### config.mk
export PLATFORM = sky130hd
export DESIGN_NAME = mem_wb_stage_flat
export DESIGN_NICKNAME = d
export VERILOG_FILES = /design/src/rtl/mem_wb_stage_if.sv /design/src/rtl/mem_wb_stage.sv /design/src/flat_wrapper.sv
export SDC_FILE = /design/constraint.sdc
export NUM_CORES = 1
export LEC_CHECK = 0
export ABC_AREA = 1
export CAP_MARGIN = 15
export CELL_PAD_IN_SITES_DETAIL_PLACEMENT = 1
export CELL_PAD_IN_SITES_GLOBAL_PLACEMENT = 1
export CORE_ASPECT_RATIO = 1.5
export CORE_MARGIN = 1
export CORE_UTILIZATION = 29
export DETAILED_ROUTE_END_ITERATION = 6
export GPL_TIMING_DRIVEN = 1
export PLACE_DENSITY = 0.83
export SYNTH_ARGS = -nofsm -noshare
export SYNTH_HDL_FRONTEND = slang
export SYNTH_SLANG_ARGS = --single-unit
### constraint.sdc
create_clock -name clk -period 2.3 [get_ports clk]
set_clock_uncertainty 0.05 [all_clocks]
set_input_delay 0.46 -clock clk [delete_from_list [all_inputs] [get_ports clk]]
set_output_delay 0.46 -clock clk [all_outputs]
set_load 0.03 [all_outputs]
### src/rtl/mem_wb_stage_if.sv
// MEM/WB stage bus: MEM-side capture fields, data-memory return path and WB outputs.
// The pipeline side uses master; the stage uses slave.
interface mem_wb_stage_if #(
  parameter int unsigned XLEN      = 32,
  parameter int unsigned RF_ADDR_W = 5
);
  logic                 validMEM;
  logic                 flushWB;
  logic [RF_ADDR_W-1:0] rdAddrMEM;
  logic                 rdWriteEnMEM;
  logic [1:0]           destinationSelectMEM;
  logic [2:0]           loadFunct3MEM;
  logic                 isCompressedMEM;
  logic [XLEN-1:0]      pcMEM;
  logic [XLEN-1:0]      rdWriteDataMEM;
  logic [XLEN-1:0]      dmAddrMEM;
  logic [XLEN-1:0]      dmLoadData;
  logic                 dmLoadValid;

  logic                 stallWB;
  logic                 validWB;
  logic [RF_ADDR_W-1:0] rdAddrWB;
  logic                 rdWriteEnWB;
  logic [XLEN-1:0]      rdWriteDataWB;
  logic [XLEN-1:0]      pcWB;
  logic [XLEN-1:0]      dmAddrWB;

  modport master (
    output validMEM, flushWB, rdAddrMEM, rdWriteEnMEM, destinationSelectMEM,
           loadFunct3MEM, isCompressedMEM, pcMEM, rdWriteDataMEM, dmAddrMEM,
           dmLoadData, dmLoadValid,
    input  stallWB, validWB, rdAddrWB, rdWriteEnWB, rdWriteDataWB, pcWB, dmAddrWB
  );

  modport slave (
    input  validMEM, flushWB, rdAddrMEM, rdWriteEnMEM, destinationSelectMEM,
           loadFunct3MEM, isCompressedMEM, pcMEM, rdWriteDataMEM, dmAddrMEM,
           dmLoadData, dmLoadValid,
    output stallWB, validWB, rdAddrWB, rdWriteEnWB, rdWriteDataWB, pcWB, dmAddrWB
  );
endinterface

### src/rtl/mem_wb_stage.sv
// MEM/WB pipeline stage: registers MEM results, waits for late load data while stalling
// the pipeline, extracts/extends load data and selects the register-file writeback value.
module mem_wb_stage #(
  parameter int unsigned XLEN       = 32,
  parameter int unsigned RF_ADDR_W  = 5,
  parameter bit          ZERO_GUARD = 1'b1
) (
  input  logic           clk,
  input  logic           rst,
  mem_wb_stage_if.slave  bus
);

  localparam logic [1:0] WB_SEL_ALU  = 2'd0;
  localparam logic [1:0] WB_SEL_IMM  = 2'd1;
  localparam logic [1:0] WB_SEL_LOAD = 2'd2;
  localparam logic [1:0] WB_SEL_PC   = 2'd3;

  typedef enum logic {
    RUN       = 1'b0,
    WAIT_LOAD = 1'b1
  } state_e;

  typedef struct packed {
    logic                 valid;
    logic [RF_ADDR_W-1:0] rd_addr;
    logic                 rd_we;
    logic [1:0]           sel;
    logic [2:0]           funct3;
    logic                 is_c;
    logic [XLEN-1:0]      pc;
    logic [XLEN-1:0]      rd_data;
    logic [XLEN-1:0]      dm_addr;
  } wb_fields_t;

  state_e          state_q, state_d;
  wb_fields_t      fields_q, fields_d;
  logic [XLEN-1:0] load_buf_q, load_buf_d;

  logic [1:0]      offset;
  logic [7:0]      byte_v;
  logic [15:0]     half_v;
  logic [31:0]     word_v;
  logic [XLEN-1:0] load_ext;
  logic [XLEN-1:0] wb_data;

  // State and payload registers
  always_ff @(posedge clk) begin
    if (rst) begin
      state_q    <= RUN;
      fields_q   <= '0;
      load_buf_q <= '0;
    end else begin
      state_q    <= state_d;
      fields_q   <= fields_d;
      load_buf_q <= load_buf_d;
    end
  end

  // Capture in RUN; in WAIT_LOAD everything holds until the load word returns
  always_comb begin
    state_d    = state_q;
    fields_d   = fields_q;
    load_buf_d = load_buf_q;
    case (state_q)
      RUN: begin
        fields_d.valid   = bus.validMEM & ~bus.flushWB;
        fields_d.rd_addr = bus.rdAddrMEM;
        fields_d.rd_we   = bus.rdWriteEnMEM;
        fields_d.sel     = bus.destinationSelectMEM;
        fields_d.funct3  = bus.loadFunct3MEM;
        fields_d.is_c    = bus.isCompressedMEM;
        fields_d.pc      = bus.pcMEM;
        fields_d.rd_data = bus.rdWriteDataMEM;
        fields_d.dm_addr = bus.dmAddrMEM;
        if (bus.dmLoadValid) begin
          load_buf_d = bus.dmLoadData;
        end
        if (fields_d.valid && (bus.destinationSelectMEM == WB_SEL_LOAD) && !bus.dmLoadValid) begin
          state_d = WAIT_LOAD;
        end
      end
      WAIT_LOAD: begin
        if (bus.dmLoadValid) begin
          load_buf_d = bus.dmLoadData;
          state_d    = RUN;
        end
      end
    endcase
  end

  // Byte/halfword lane selection and extension; halfword ignores offset[0]
  always_comb begin
    offset   = fields_q.dm_addr[1:0];
    byte_v   = load_buf_q[{offset, 3'b000} +: 8];
    half_v   = load_buf_q[{offset[1], 4'b0000} +: 16];
    word_v   = load_buf_q[31:0];
    load_ext = '0;
    case (fields_q.funct3)
      3'b000:  load_ext = XLEN'($signed(byte_v));
      3'b001:  load_ext = XLEN'($signed(half_v));
      3'b010:  load_ext = XLEN'($signed(word_v));
      3'b100:  load_ext = XLEN'(byte_v);
      3'b101:  load_ext = XLEN'(half_v);
      default: load_ext = '0;
    endcase
  end

  // Writeback value select; an empty stage drives zero
  always_comb begin
    wb_data = '0;
    case (fields_q.sel)
      WB_SEL_ALU:  wb_data = fields_q.rd_data;
      WB_SEL_IMM:  wb_data = fields_q.rd_data;
      WB_SEL_LOAD: wb_data = load_ext;
      WB_SEL_PC:   wb_data = fields_q.pc + (fields_q.is_c ? XLEN'(2) : XLEN'(4));
      default:     wb_data = '0;
    endcase
    if (!fields_q.valid) begin
      wb_data = '0;
    end
  end

  assign bus.stallWB       = (state_q == WAIT_LOAD) && !bus.dmLoadValid;
  assign bus.validWB       = fields_q.valid;
  assign bus.rdAddrWB      = fields_q.rd_addr;
  assign bus.rdWriteEnWB   = fields_q.valid & fields_q.rd_we & (state_q == RUN)
                             & ~(ZERO_GUARD & (fields_q.rd_addr == '0));
  assign bus.rdWriteDataWB = wb_data;
  assign bus.pcWB          = fields_q.pc;
  assign bus.dmAddrWB      = fields_q.dm_addr;

endmodule

### src/flat_wrapper.sv
// flat-port wrapper written by rule: the top's interface ports become plain ports
module mem_wb_stage_flat 
#(
  parameter int unsigned XLEN       = 32,
  parameter int unsigned RF_ADDR_W  = 5,
  parameter bit          ZERO_GUARD = 1'b1
)
  (clk, rst, bus_validMEM, bus_flushWB, bus_rdAddrMEM, bus_rdWriteEnMEM, bus_destinationSelectMEM, bus_loadFunct3MEM, bus_isCompressedMEM, bus_pcMEM, bus_rdWriteDataMEM, bus_dmAddrMEM, bus_dmLoadData, bus_dmLoadValid, bus_stallWB, bus_validWB, bus_rdAddrWB, bus_rdWriteEnWB, bus_rdWriteDataWB, bus_pcWB, bus_dmAddrWB);
  mem_wb_stage_if #(.XLEN(XLEN), .RF_ADDR_W(RF_ADDR_W)) bus_i ();
  input  logic clk;
  input  logic rst;
  input wire logic [$bits(bus_i.validMEM)-1:0] bus_validMEM;
  input wire logic [$bits(bus_i.flushWB)-1:0] bus_flushWB;
  input wire logic [$bits(bus_i.rdAddrMEM)-1:0] bus_rdAddrMEM;
  input wire logic [$bits(bus_i.rdWriteEnMEM)-1:0] bus_rdWriteEnMEM;
  input wire logic [$bits(bus_i.destinationSelectMEM)-1:0] bus_destinationSelectMEM;
  input wire logic [$bits(bus_i.loadFunct3MEM)-1:0] bus_loadFunct3MEM;
  input wire logic [$bits(bus_i.isCompressedMEM)-1:0] bus_isCompressedMEM;
  input wire logic [$bits(bus_i.pcMEM)-1:0] bus_pcMEM;
  input wire logic [$bits(bus_i.rdWriteDataMEM)-1:0] bus_rdWriteDataMEM;
  input wire logic [$bits(bus_i.dmAddrMEM)-1:0] bus_dmAddrMEM;
  input wire logic [$bits(bus_i.dmLoadData)-1:0] bus_dmLoadData;
  input wire logic [$bits(bus_i.dmLoadValid)-1:0] bus_dmLoadValid;
  output wire logic [$bits(bus_i.stallWB)-1:0] bus_stallWB;
  output wire logic [$bits(bus_i.validWB)-1:0] bus_validWB;
  output wire logic [$bits(bus_i.rdAddrWB)-1:0] bus_rdAddrWB;
  output wire logic [$bits(bus_i.rdWriteEnWB)-1:0] bus_rdWriteEnWB;
  output wire logic [$bits(bus_i.rdWriteDataWB)-1:0] bus_rdWriteDataWB;
  output wire logic [$bits(bus_i.pcWB)-1:0] bus_pcWB;
  output wire logic [$bits(bus_i.dmAddrWB)-1:0] bus_dmAddrWB;
  assign bus_i.validMEM = bus_validMEM;
  assign bus_i.flushWB = bus_flushWB;
  assign bus_i.rdAddrMEM = bus_rdAddrMEM;
  assign bus_i.rdWriteEnMEM = bus_rdWriteEnMEM;
  assign bus_i.destinationSelectMEM = bus_destinationSelectMEM;
  assign bus_i.loadFunct3MEM = bus_loadFunct3MEM;
  assign bus_i.isCompressedMEM = bus_isCompressedMEM;
  assign bus_i.pcMEM = bus_pcMEM;
  assign bus_i.rdWriteDataMEM = bus_rdWriteDataMEM;
  assign bus_i.dmAddrMEM = bus_dmAddrMEM;
  assign bus_i.dmLoadData = bus_dmLoadData;
  assign bus_i.dmLoadValid = bus_dmLoadValid;
  assign bus_stallWB = bus_i.stallWB;
  assign bus_validWB = bus_i.validWB;
  assign bus_rdAddrWB = bus_i.rdAddrWB;
  assign bus_rdWriteEnWB = bus_i.rdWriteEnWB;
  assign bus_rdWriteDataWB = bus_i.rdWriteDataWB;
  assign bus_pcWB = bus_i.pcWB;
  assign bus_dmAddrWB = bus_i.dmAddrWB;
  mem_wb_stage #(.XLEN(XLEN), .RF_ADDR_W(RF_ADDR_W), .ZERO_GUARD(ZERO_GUARD)) u_core (.clk(clk), .rst(rst), .bus(bus_i));
endmodule
==> impl_metrics.yaml <==
clock_tree:
  cts_max_level: 4
  clk_pin_slew_ps: 70
  insertion_delay_ps: 440
  cts_tree: "yes"
  cts.sinks: 142
  cts_buffers: 17
  ctsLongestPathBuffers: 2
  clock-root-buffer: "clkbuf_16"
placement:
  placed_cell_area_um2: 10970
  placed_cells: 1729
  preCtsSetupSlack_ps: -218.2
  port_buffers: 248
  place.gp.congestion: 0.9011
  dp_hpwl_um: 24360
layout:
  drive_gt1_share_pct: 23.11
  fin_util_pct: 46.42
  n_fill_cell: 3211
  seq_area_um2: 2878
  multi_input_area_um2: 4506
  synthToLayoutAreaGrowth_pct: 56.56
  diodes: 0
  finalNonFillerCells: 1778
  stdcell_area_um2: 12340
  nets: 1576
floorplanning:
  initial_core_util_pct: 29.65
  io_pins: 249
  dieArea_um2: 27850
  fp.coreArea_um2: 26580
  die-width_um: 136.6
  rows: 73
  die_h_um: 203.9
outcome:
  failed_checks: "setup timing"
  status: "finished, violations left"
job:
  cap_violations: 0
grt:
  antenna_found_initial: 0
  grt_pass1_vias: 9055
  grt_start_max_net_pins: 143
  grt_pass1_wl_um: 48760
  grt.overflow.total: 0
  grt_usage_pct: 23.25
timing:
  hold_viol: 0
  worst_slew_pin_slew_ps: 760.4
  period_share_pct: 125.8
  finalMaxSlewViolations: 0
  setup-violations-final: 32
  fin_ws_ps: -592.4
  max_freq_ghz: 0.3457
  fin_crit_ps: 2892
  max_slew_margin_pct: 49.31
  rsz0062_at_grt: "yes"
yosys:
  postSynthAreaPerCell_um2: 6.541
  ys_dominant_reg_cell: "dfxtp_1"
  synth_top_family_by_area: "simple AND/OR/NAND/NOR gates"
  synth.largest_area_cell: "dfxtp_1"
  synthMuxAreaShare_pct: 0
  synth_area_um2: 7881
  synth_edf_count: 0
  yosysWarnings: 0
  synth_top_area_share_pct: 36.07
  syn_nets: 1353
  synth_cells: 1205
  yosys-top-cells-area: "dfxtp_1 (36%), nand2_1 (19%), a21oi_1 (7.8%)"
  synth_compound_area_share_pct: 16.64
  synth_simple_gate_area_share_pct: 31.97
  synth_cell_types: 34
  ys_ff_latch: 142
  async_flop_share_pct: 0
  yosysSeqAreaShare_pct: 36.07
  synthAdderAreaFrac_pct: 0.5715
  synth_xor_area_share_pct: 0.1111
route:
  dr_wl_met3_um: 1540
  via_per_inst: 4.910
  num_vias: 8730
  highest_layer: "met4"
  wl_um: 33880
  drt_iter0_drc: 381
  wl_met2_um: 17480
  ant_nets: 0
  drc: 0
  routedWlPerCell_um: 19.05
  drt_pass1_iterations: 6
  wl_met1_um: 13130
pwr:
  p_leak_nw: 4.930
  powerDensity_nw_per_um2: 569.5
  irDropWorstVdd_uv: 546.0
hold_path:
  hold_path.class: "flip-flop to flip-flop"
  whs_path_depth: 2
  min_to: "u_core.bus.dmAddrWB[9]"
  min-delay-start: "u_core.bus.dmAddrWB[9]"
setup_path:
  critPathCaptureType: "output port"
  worstReg2RegStart: "u_core.state_q"
  r2r_end: "u_core.fields_q[96]"
  path_max_fanout: 4
  r2r_cells: 3
  startpoint_type: "flip-flop"
  reg2reg_slack_ps: 840
  crit_required_ps: 1790
  critical_path_class: "flip-flop to output port"
  critPathArrivalTime_ps: 2380
[power by group]
group | switching, mW | leakage, nW | internal, mW
registers | 0.123 | 1.19 | 2.61
logic | 0.793 | 3.46 | 0.683
clock network | 1.20 | 0.284 | 1.62
[cell usage after synthesis (6+ instances only)]
library cell and instances:
inv_1 73, clkbuf_1 41, nand2_2 6, o21bai_1 7, inv_2 6, nor2_1 138, buf_2 16, a21oi_1 123
nand3_1 67, nand2_1 390, o21ai_0 19, buf_4 72, dfxtp_1 142, a211oi_1 51, a21boi_1 13, buf_6 6
[critical path, stage by stage, from the launching register on]
cell,delay [ps]
dfxtp_4,380
ha_4,140
inv_2,30
fa_2,400
nor2_4,200
nand2_2,110
nor2_1,100
nand2_1,70
nand3_1,110
nand3_1,110
nand2_2,130
inv_2,60
buf_12,130
[flip-flops by register name, indices dropped and copies added, names as in the netlist]
signal,flops
u_core.state_q,1
u_core.bus.dmAddrWB,32
u_core.bus.rdAddrWB,5
u_core.fields_q,39
u_core.bus.validWB,1
u_core.bus.pcWB,32
u_core.load_buf_q,32
[metal layers]
metal	vias to the layer above	track usage, %
met5	-	0
met4	0	14.09
met3	92	4.836
met2	268	41.37
met1	4126	24.78
li1	4244	-
[area by class of cell]
cell class,count,area share (%)
clock buffers,19,3.508
clock inverters,13,1.257
inverters,80,2.555
multi-input cells,845,36.51
flip-flops and latches,142,23.32
well taps,337,3.417
repair buffers,342,29.43
[placed cells by master, fill, tap and decap left out, types with 3 or more instances in the layout]
cell type,instances
dfxtp_4,4
a211oi_1,51
nand2_2,30
clkbuf_16,17
o21ai_1,6
dfxtp_2,16
clkinv_4,5
inv_6,7
clkdlybuf4s50_1,212
nand2_1,360
o21bai_1,6
dfxtp_1,122
nor2_4,12
buf_6,14
a21oi_2,15
nand3_2,26
nor2_1,120
o21ai_2,3
nor2_2,14
o21ai_0,9
nor3_1,4
a21oi_1,96
nand3_1,42
nand2_4,4
a21boi_1,11
buf_12,38
inv_1,57
a21oi_4,13
inv_2,18
buf_4,77
[how the worst max path moves through the flow]
| stage | start | endpoint | slack (ps) | cells after the start |
|---|---|---|---|---|
| after floorplan | u_core.fields_q[96] | bus_rdWriteDataWB[7] | -40 | 9 |
| after global placement | u_core.fields_q[96] | bus_rdWriteDataWB[13] | -150 | 12 |
| after detailed placement | u_core.bus.pcWB[1] | bus_rdWriteDataWB[13] | -220 | 12 |
| after CTS | u_core.fields_q[96] | bus_rdWriteDataWB[7] | -540 | 10 |
| after global routing | u_core.fields_q[96] | bus_rdWriteDataWB[17] | -690 | 11 |
| final | u_core.fields_q[96] | bus_rdWriteDataWB[17] | -590 | 12 |
[kinds of logic (layout without fill, tap and decap cells)]
logic type               after synthesis  after routing
adder cells (fa/ha/maj)                3              3
AO/OA/AOI/OAI                        220            220
buffers and inverters                218            454
flip-flops                           142            142
XOR/XNOR                               1              1
AND/OR/NAND/NOR                      621            621
[timing repair]
item / 4_1_cts / 5_1_grt
setup endpoints to repair: 33 / 32
gates cloned: 0 / 0
hold buffers: 0 / 0
resized for setup: 98 / 96
pin swaps: 36 / 52
endpoints found under the hold margin: 0 / 0
setup buffers: 9 / 13
[metrics by stage]
stage	hold WS [ps]	setup TNS (ps)	power, mW
4_1_cts	419.4	-13990	7.003
3_5_place_dp	408.5	-2745	4.119
6_report	417.0	-13960	7.027
5_1_grt	434.2	-16410	7.303
3_3_place_gp	400.6	-1287	4.090
2_1_floorplan	386.4	-63.49	3.483
Note: power is estimated with default switching activity, not from simulation.
